<file path="config.mk">
export PLATFORM = sky130hd
export DESIGN_NAME = compare_scan_ctrl
export DESIGN_NICKNAME = d
export VERILOG_FILES = /design/src/rtl/compare_pkg.sv /design/src/rtl/cmp_core.sv /design/src/rtl/compare_scan_ctrl.sv
export SDC_FILE = /design/constraint.sdc
export NUM_CORES = 1
export LEC_CHECK = 0
export ABC_CLOCK_PERIOD_IN_PS = 2500
export CELL_PAD_IN_SITES_DETAIL_PLACEMENT = 1
export CELL_PAD_IN_SITES_GLOBAL_PLACEMENT = 1
export CORE_MARGIN = 2
export CORE_UTILIZATION = 28
export CTS_BUF_LIST = sky130_fd_sc_hd__clkbuf_4
export CTS_CLUSTER_DIAMETER = 80
export CTS_CLUSTER_SIZE = 30
export DETAILED_ROUTE_END_ITERATION = 10
export PLACE_DENSITY_LB_ADDON = 0.1
export SYNTH_ARGS = -nofsm -noshare
export SYNTH_HDL_FRONTEND = slang
export SYNTH_SLANG_ARGS = --single-unit
export TNS_END_PERCENT = 20
</file>
<file path="constraint.sdc">
create_clock -name clk -period 2.5 [get_ports clk]
set_input_delay 0.5 -clock clk [delete_from_list [all_inputs] [get_ports clk]]
set_output_delay 0.5 -clock clk [all_outputs]
set_load 0.02 [all_outputs]
</file>
<file path="src/rtl/compare_pkg.sv">
// ----------------------------------------------------------------------------
// compare_pkg : shared state encoding and default sizing for compare_scan_ctrl
// Revision    : 1.0
// ----------------------------------------------------------------------------
`default_nettype none

package compare_pkg;

  localparam int DEF_WIDTH = 4;
  localparam int DEF_DEPTH = 8;

  typedef enum logic [1:0] {
    ST_IDLE    = 2'd0,
    ST_COLLECT = 2'd1,
    ST_DONE    = 2'd2
  } state_e;

endpackage

`default_nettype wire

</file>
<file path="src/rtl/cmp_core.sv">
// ----------------------------------------------------------------------------
// cmp_core : combinational unsigned comparator of one operand against the
//            running max (gt/eq) and the running min (lt)
// Revision : 1.0
// ----------------------------------------------------------------------------
`default_nettype none

module cmp_core #(
  parameter int WIDTH = 4
) (
  input  logic [WIDTH-1:0] a,
  input  logic [WIDTH-1:0] b_max,
  input  logic [WIDTH-1:0] b_min,
  output logic             gt,
  output logic             lt,
  output logic             eq
);

  assign gt = (a > b_max);
  assign lt = (a < b_min);
  assign eq = (a == b_max);

endmodule

`default_nettype wire

</file>
<file path="src/rtl/compare_scan_ctrl.sv">
// ----------------------------------------------------------------------------
// compare_scan_ctrl : frame sequencer tracking max/min, first-occurrence
//                     indices and beat count, with a held result handshake
// Revision          : 1.0
// ----------------------------------------------------------------------------
`default_nettype none

module compare_scan_ctrl
  import compare_pkg::*;
#(
  parameter int WIDTH = DEF_WIDTH,
  parameter int DEPTH = DEF_DEPTH,
  parameter int IDX_W = $clog2(DEPTH)
) (
  input  logic             clk,
  input  logic             rst_n,
  input  logic             start,
  input  logic             in_valid,
  input  logic [WIDTH-1:0] in_data,
  input  logic             in_last,
  output logic             in_ready,
  output logic             busy,
  output logic             res_valid,
  input  logic             res_ready,
  output logic [WIDTH-1:0] res_max,
  output logic [WIDTH-1:0] res_min,
  output logic [IDX_W-1:0] res_max_idx,
  output logic [IDX_W-1:0] res_min_idx,
  output logic [IDX_W:0]   res_count,
  output logic             res_all_eq,
  output logic             res_trunc
);

  localparam int             CNT_W    = IDX_W + 1;
  localparam logic [IDX_W:0] LAST_CNT = CNT_W'(DEPTH - 1);
  localparam logic [IDX_W:0] CNT_ONE  = CNT_W'(1);

  state_e state_q, state_d;

  logic [WIDTH-1:0] max_q, max_d, min_q, min_d;
  logic [IDX_W-1:0] max_idx_q, max_idx_d, min_idx_q, min_idx_d;
  logic [IDX_W:0]   cnt_q, cnt_d;
  logic             eq_q, eq_d;

  logic [WIDTH-1:0] res_max_q, res_max_d, res_min_q, res_min_d;
  logic [IDX_W-1:0] res_max_idx_q, res_max_idx_d, res_min_idx_q, res_min_idx_d;
  logic [IDX_W:0]   res_count_q, res_count_d;
  logic             res_all_eq_q, res_all_eq_d, res_trunc_q, res_trunc_d;

  logic w_gt, w_lt, w_eq;

  cmp_core #(.WIDTH(WIDTH)) u_cmp (
    .a     (in_data),
    .b_max (max_q),
    .b_min (min_q),
    .gt    (w_gt),
    .lt    (w_lt),
    .eq    (w_eq)
  );

  always_ff @(posedge clk or negedge rst_n) begin
    if (!rst_n) begin
      state_q       <= ST_IDLE;
      max_q         <= '0;
      min_q         <= '0;
      max_idx_q     <= '0;
      min_idx_q     <= '0;
      cnt_q         <= '0;
      eq_q          <= 1'b0;
      res_max_q     <= '0;
      res_min_q     <= '0;
      res_max_idx_q <= '0;
      res_min_idx_q <= '0;
      res_count_q   <= '0;
      res_all_eq_q  <= 1'b0;
      res_trunc_q   <= 1'b0;
    end else begin
      state_q       <= state_d;
      max_q         <= max_d;
      min_q         <= min_d;
      max_idx_q     <= max_idx_d;
      min_idx_q     <= min_idx_d;
      cnt_q         <= cnt_d;
      eq_q          <= eq_d;
      res_max_q     <= res_max_d;
      res_min_q     <= res_min_d;
      res_max_idx_q <= res_max_idx_d;
      res_min_idx_q <= res_min_idx_d;
      res_count_q   <= res_count_d;
      res_all_eq_q  <= res_all_eq_d;
      res_trunc_q   <= res_trunc_d;
    end
  end

  always_comb begin
    state_d       = state_q;
    max_d         = max_q;
    min_d         = min_q;
    max_idx_d     = max_idx_q;
    min_idx_d     = min_idx_q;
    cnt_d         = cnt_q;
    eq_d          = eq_q;
    res_max_d     = res_max_q;
    res_min_d     = res_min_q;
    res_max_idx_d = res_max_idx_q;
    res_min_idx_d = res_min_idx_q;
    res_count_d   = res_count_q;
    res_all_eq_d  = res_all_eq_q;
    res_trunc_d   = res_trunc_q;

    case (state_q)
      ST_IDLE: begin
        if (start) begin
          state_d = ST_COLLECT;
          cnt_d   = '0;
        end
      end

      ST_COLLECT: begin
        if (in_valid) begin
          cnt_d = cnt_q + CNT_ONE;
          if (cnt_q == '0) begin
            max_d     = in_data;
            min_d     = in_data;
            max_idx_d = '0;
            min_idx_d = '0;
            eq_d      = 1'b1;
          end else begin
            // Strict compares: ties keep the earliest index.
            if (w_gt) begin
              max_d     = in_data;
              max_idx_d = cnt_q[IDX_W-1:0];
            end
            if (w_lt) begin
              min_d     = in_data;
              min_idx_d = cnt_q[IDX_W-1:0];
            end
            // Max only grows and min only shrinks, so equality can only be lost.
            eq_d = eq_q & w_eq;
          end

          if (in_last || (cnt_q == LAST_CNT)) begin
            state_d       = ST_DONE;
            res_max_d     = max_d;
            res_min_d     = min_d;
            res_max_idx_d = max_idx_d;
            res_min_idx_d = min_idx_d;
            res_count_d   = cnt_d;
            res_all_eq_d  = eq_d;
            res_trunc_d   = ~in_last;
          end
        end
      end

      ST_DONE: begin
        if (res_ready) begin
          state_d = ST_IDLE;
        end
      end

      default: state_d = ST_IDLE;
    endcase
  end

  assign in_ready    = (state_q == ST_COLLECT);
  assign busy        = (state_q != ST_IDLE);
  assign res_valid   = (state_q == ST_DONE);
  assign res_max     = res_max_q;
  assign res_min     = res_min_q;
  assign res_max_idx = res_max_idx_q;
  assign res_min_idx = res_min_idx_q;
  assign res_count   = res_count_q;
  assign res_all_eq  = res_all_eq_q;
  assign res_trunc   = res_trunc_q;

endmodule

`default_nettype wire

</file>
* Yosys cells after proc, flatten, opt, wreduce, memory -nomap -nowiden
Cells that the tools add are included.
** Operators by class
- Multiplexer cells :: 17
- Div/mod/pow operators :: 0
- Reduce and logical (&&, ||, !) cells :: 9
- Multiply operators :: 0
- Bitwise gates (word level) :: 2
- Shift operators :: 0
- $add $sub $neg :: 1
- Equal/unequal tests :: 8
- $lt $le $gt $ge :: 2
** Operators by type and width (number)
- two-way mux 4 bit :: 6
- two-way mux 3 bit :: 4
- two-way mux 2 bit :: 4
- one-hot mux 4 bit (2 select lines) :: 1
- one-hot mux 2 bit (3 select lines) :: 1
- AND reduction 3 bit :: 2
- adder 4 x 1 -> 4 bit, second input constant :: 1
- == test 4 x 3 -> 1 bit, second input constant :: 1
- == test 4 bit :: 1
- > comparator 4 bit :: 1
- logical NOT 4 bit :: 1
- less-than comparator 4 bit :: 1
- != test 2 x 1 -> 1 bit, second input constant :: 2
- != test 2 bit, second input constant :: 2
- AND reduction 4 bit :: 1
- nonzero test 2 bit :: 2
- == test 2 x 1 -> 1 bit, second input constant :: 1
- == test 2 bit, second input constant :: 1
- logical NOT 2 bit :: 1
- AND reduction 2 bit :: 1
- bitwise AND 1 bit :: 1
- logical OR 1 bit :: 1
- two-way mux 1 bit :: 1
- NOT 1 bit :: 1
** Storage, ports and cells
- Memories :: 0
- Bits of input ports :: 10
- Logic and storage cells :: 53
- Output and inout bits :: 23
- Bits in registers :: 41
- RAM bits :: 0
- Bits in latches :: 0
- Bits in read-only memories :: 0

* Logic depth before layout (Yosys ltp)
- Depth in word-level cells :: 5
- Depth in mapped cells :: 7
- Gate-level depth less buffers :: 6

* Modules after synthesis
Synthesis repeated with hierarchy kept, for this count alone.
** Second synthesis, totals
- Cell total of the unflattened synthesis :: 193
- Area, all modules :: 2212.1 um2
** Modules (own cells, without submodules)
- compare_scan_ctrl :: times used 1, cells an instance 169, area an instance 2038.2 um2, sequential area each 1026.0 um2
- cmp_core :: times used 1, cells an instance 24, area an instance 173.9 um2, sequential area each 0.0 um2

* Worst setup path before layout
OpenSTA, ideal clock, no wires.
- Path type :: input port to flip-flop
- Start :: input in_data[2]
- End :: register max_q[0]
- Path buffers :: 0
- Setup time :: 0.125 ns
- Arrival :: 1.836 ns
- Setup slack :: 0.539 ns
- Data required time :: 2.375 ns
- Stages :: 5
- Cells stage by stage :: ha_1 a211oi_2 a211oi_4 o21ai_4 mux2_4
** On the way
- Word-level cells in the longest chain between the ends :: 3
** RTL lines
- start: declaration :: line compare_scan_ctrl.sv:19 : input logic [WIDTH-1:0] in_data,
- > comparator 4 bit :: line cmp_core.sv:19 : assign gt = (a > b_max);
- two-way mux 4 bit :: line compare_scan_ctrl.sv:130 : if (w_gt) begin
- two-way mux 4 bit :: line compare_scan_ctrl.sv:122 : if (cnt_q == '0) begin
- end signal: assignment :: line compare_scan_ctrl.sv:79 : max_q <= max_d;
- end: declaration :: line compare_scan_ctrl.sv:40 : logic [WIDTH-1:0] max_q, max_d, min_q, min_d;
Every way passes these cells.
A chain may end at the register's enable or synchronous reset.

* Worst setup path after layout
- Start :: register state_q[0]
- End :: output res_valid
** On the way
- Word-level cells in the longest chain between the ends :: 1
** RTL lines
- start: declaration :: line compare_scan_ctrl.sv:38 : state_e state_q, state_d;
- start signal: assignment :: line compare_scan_ctrl.sv:78 : state_q <= state_d;
- == test 2 bit :: line compare_scan_ctrl.sv:167 : assign res_valid = (state_q == ST_DONE);
- end: declaration :: line compare_scan_ctrl.sv:23 : output logic res_valid,
Every way passes these cells.

==> flow_metrics.env <==
export IMPL_status="completed"
export IMPL_grt_use_total_pct=14.3
export IMPL_grt_antenna_before_repair=0
export IMPL_p_leak_nw=1.18
export IMPL_core_region_area_sq_um=7180
export IMPL_num_rows=31
export IMPL_multi_input_area_sq_um=948
export IMPL_drv_cap=0
export IMPL_portBuffers=32
export IMPL_netlist_area_leader_share_pct=49.8
export IMPL_start_util_pct=28.7
export IMPL_power_internal_mw=1.88
export IMPL_yosysSeqAreaShare_pct=49.8
export IMPL_grt_util_met2_pct=22.8
export IMPL_path_buf_inv=2
export IMPL_rr_endpoint="res_min[1]"
export IMPL_postCtsSetupBuffers=0
export IMPL_clock_sinks=41
export IMPL_syn_nets=215
export IMPL_yosysTopAreaCell="dfrtp_1"
export IMPL_routed_wl_um=5470
export IMPL_viasPerCell=4.76
export IMPL_path_max_fanout=7
export IMPL_wl_per_cell_um=15.8
export IMPL_die_w_um=89.8
export IMPL_gr_usage_met1_pct=19.6
export IMPL_synth_most_common_cell="dfrtp_1"
export IMPL_net_switching_power_mw=1.40
export IMPL_clock_latency_ns=0.37
export IMPL_arrival_ns=1.68
export IMPL_synth_distinct_cells=43
export IMPL_drt_iter0_drc=65
export IMPL_fmax_ghz=0.459
export IMPL_grt_pass1_vias=1809
export IMPL_synth_common_cells="41 x dfrtp_1, 17 x nand2_1, 15 x nor2_1, 15 x o21ai_0, 12 x inv_1"
export IMPL_max_stage_delay_ns=0.59
export IMPL_ios=33
export IMPL_fin_crit_sh_pct=87.1
export IMPL_switching_share_pct=42.6
export IMPL_fin_worst_skew_ns=0.0128
export IMPL_diodes=0
export IMPL_synth_edf_count=0
export IMPL_use_met3_pct=2.93
export IMPL_hold_violations=0
export IMPL_ant_nets=0
export IMPL_synth_ff_type="dfrtp_1"
export IMPL_regArea_sq_um=1030
export IMPL_cts_buffer_depth=2
export IMPL_area_growth_pct=29.2
export IMPL_seq_power_share_pct=34.9
export IMPL_synth_async_reset_ratio_pct=100
export IMPL_p_comb_share_pct=54.0
export IMPL_yosys_warnings=0
export IMPL_rsz0062_at_grt="false"
export IMPL_setup_viol=0
export IMPL_power_density_nw_per_um2=1230
export IMPL_relSlewSlack_pct=62.0
export IMPL_peakVddDrop_mv=0.332
export IMPL_setup_tns_ns=0
export IMPL_hp_class="input port to async pin"
export IMPL_worstPathCellList="nand2b_1 > inv_1 > clkdlybuf4s50_1"
export IMPL_nets=265
export IMPL_start_kind="flop"
export IMPL_vias=1648
export IMPL_path_class="flop to output pin"
export IMPL_layout_min_cycle_time_ns=2.18
export IMPL_synth_area_top_cells="dfrtp_1 50%, ha_1 5.5%, o21ai_0 3.6%"
export IMPL_grt_max_degree=42
export IMPL_finalNonFillerCells=346
export IMPL_clockPowerShare_pct=11.1
export IMPL_critical_path_required_ns=2.00
export IMPL_endpoint_kind="output pin"
export IMPL_cts_buffers=5
export IMPL_dp_cells=338
export IMPL_grt_busiest_layer="met2"
export IMPL_cts_tree="yes"
export IMPL_cts_resized=0
export IMPL_rrSetupSlack_ns=0.42
export IMPL_worst_pin_slew_ns=0.570
export IMPL_nFillCells=829
export IMPL_rr_worst_depth=6
export IMPL_syn_cell_area_sq_um=2060
export IMPL_drive_above_1_share_pct=19.0
export IMPL_r2r_start="cnt_q[1]"
export IMPL_path_clk_slew_ns=0.14
export IMPL_hpwlAfterDp_um=3950
export IMPL_clockRootBuffer="clkbuf_4"
export IMPL_place_congestion=0.774
export IMPL_dr_pass1_iters=4
export IMPL_yosys_register_bits=41
export IMPL_route_detailed_drc=0
export IMPL_cpLargestDelayFamily="buffers and inverters"
export IMPL_avgSynthCellArea_sq_um=10.5
export IMPL_crit_slowest_cell="clkdlybuf4s50_1"
export IMPL_synthCells=196
export IMPL_grt_pass1_wl_um=9250
export IMPL_die_h_um=89.8
export IMPL_p_total_mw=3.28
export IMPL_hold_buffers=0
export IMPL_cts_htree_levels=2
export IMPL_maxSlewViolCount=0
export IMPL_globalRouteOverflowTotal=0
export IMPL_design_die_area_sq_um=8060
[final cells by class]
class                           count  share of cell area [%]
Inverter                           12                    1.69
Clock buffer                        6                    1.69
Sequential cell                    41                    38.6
Clock inverter                      2                   0.564
Multi-Input combinational cell    135                    35.6
Tap cell                           99                    4.65
Timing Repair Buffer               51                    17.2
[power by group through the flow]
stage,clock [mW],combinational [mW],sequential (mW)
finish,0.363,1.77,1.14
global route,0.404,1.95,1.19
CTS,0.374,1.81,1.15
detailed placement,0,1.79,1.16
global placement,0,1.78,1.16
floorplan,0,0.945,1.28
[state kept, by name, indices dropped and copies added (netlist names), 4 cells and up]
register   cells
res_max        4
res_min        4
cnt_q          4
min_q          4
res_count      4
max_q          4
[worst max-delay path by stage]
stage | startpoint | to | cells past startpoint
after floorplan | in_data[2] | max_q[0] | 5
after global placement | in_data[2] | max_q[1] | 6
after detailed placement | in_data[2] | max_q[3] | 6
after CTS | state_q[0] | res_valid | 3
after global routing | state_q[0] | res_valid | 3
final | state_q[0] | res_valid | 3
[placed cells by master, fill, tap and decap left out, types with 2 or more instances in the layout]
cell type        netlist  routed
ha_1                   9       9
clkdlybuf4s50_1        0      31
mux2_4                 4       4
clkbuf_4               0       6
o21ai_1               11      11
a31oi_1                8       8
o21ai_0               15      15
and2_1                 2       2
a21oi_2                2       2
nor2_1                15      15
nand3b_1               2       2
mux2i_1                5       5
mux2_2                 4       4
a32o_1                 6       6
nand2_1               17      17
dfrtp_1               41      41
buf_4                  1      19
inv_1                 12      12
a21oi_1               11      11
clkinvlp_4             0       2
[cells by family (layout without fill, tap and decap cells)]
kind of cell	count (synthesis)	after routing	share of synthesized area (%)
XOR/XNOR	2	2	0.851
multiplexers	13	13	7.53
adder cells (fa/ha/maj)	9	9	5.47
flip-flops	41	41	49.8
buffers and inverters	20	71	4.13
AND/OR/NAND/NOR	45	45	10.5
AO/OA/AOI/OAI	66	66	21.7
[stage by stage]
step	cell area, sq um	worst slack, ns	hold slack, ns	utilization [%]
floorplan	2060	0.539	0.204	-
global placement	2600	0.0342	0.469	36.3
detailed placement	2600	-0.0139	0.475	36.3
CTS	2660	0.293	0.200	37.1
global route	2660	0.226	0.221	37.1
finish	2660	0.323	0.178	37.1
[metal layers]
layer	part of all wire [%]	routed length (um)
met5	0	0
met4	0.86	47
met3	2.9	159
met2	47	2550
met1	50	2710
No activity file was read; power rests on OpenSTA's default activity.
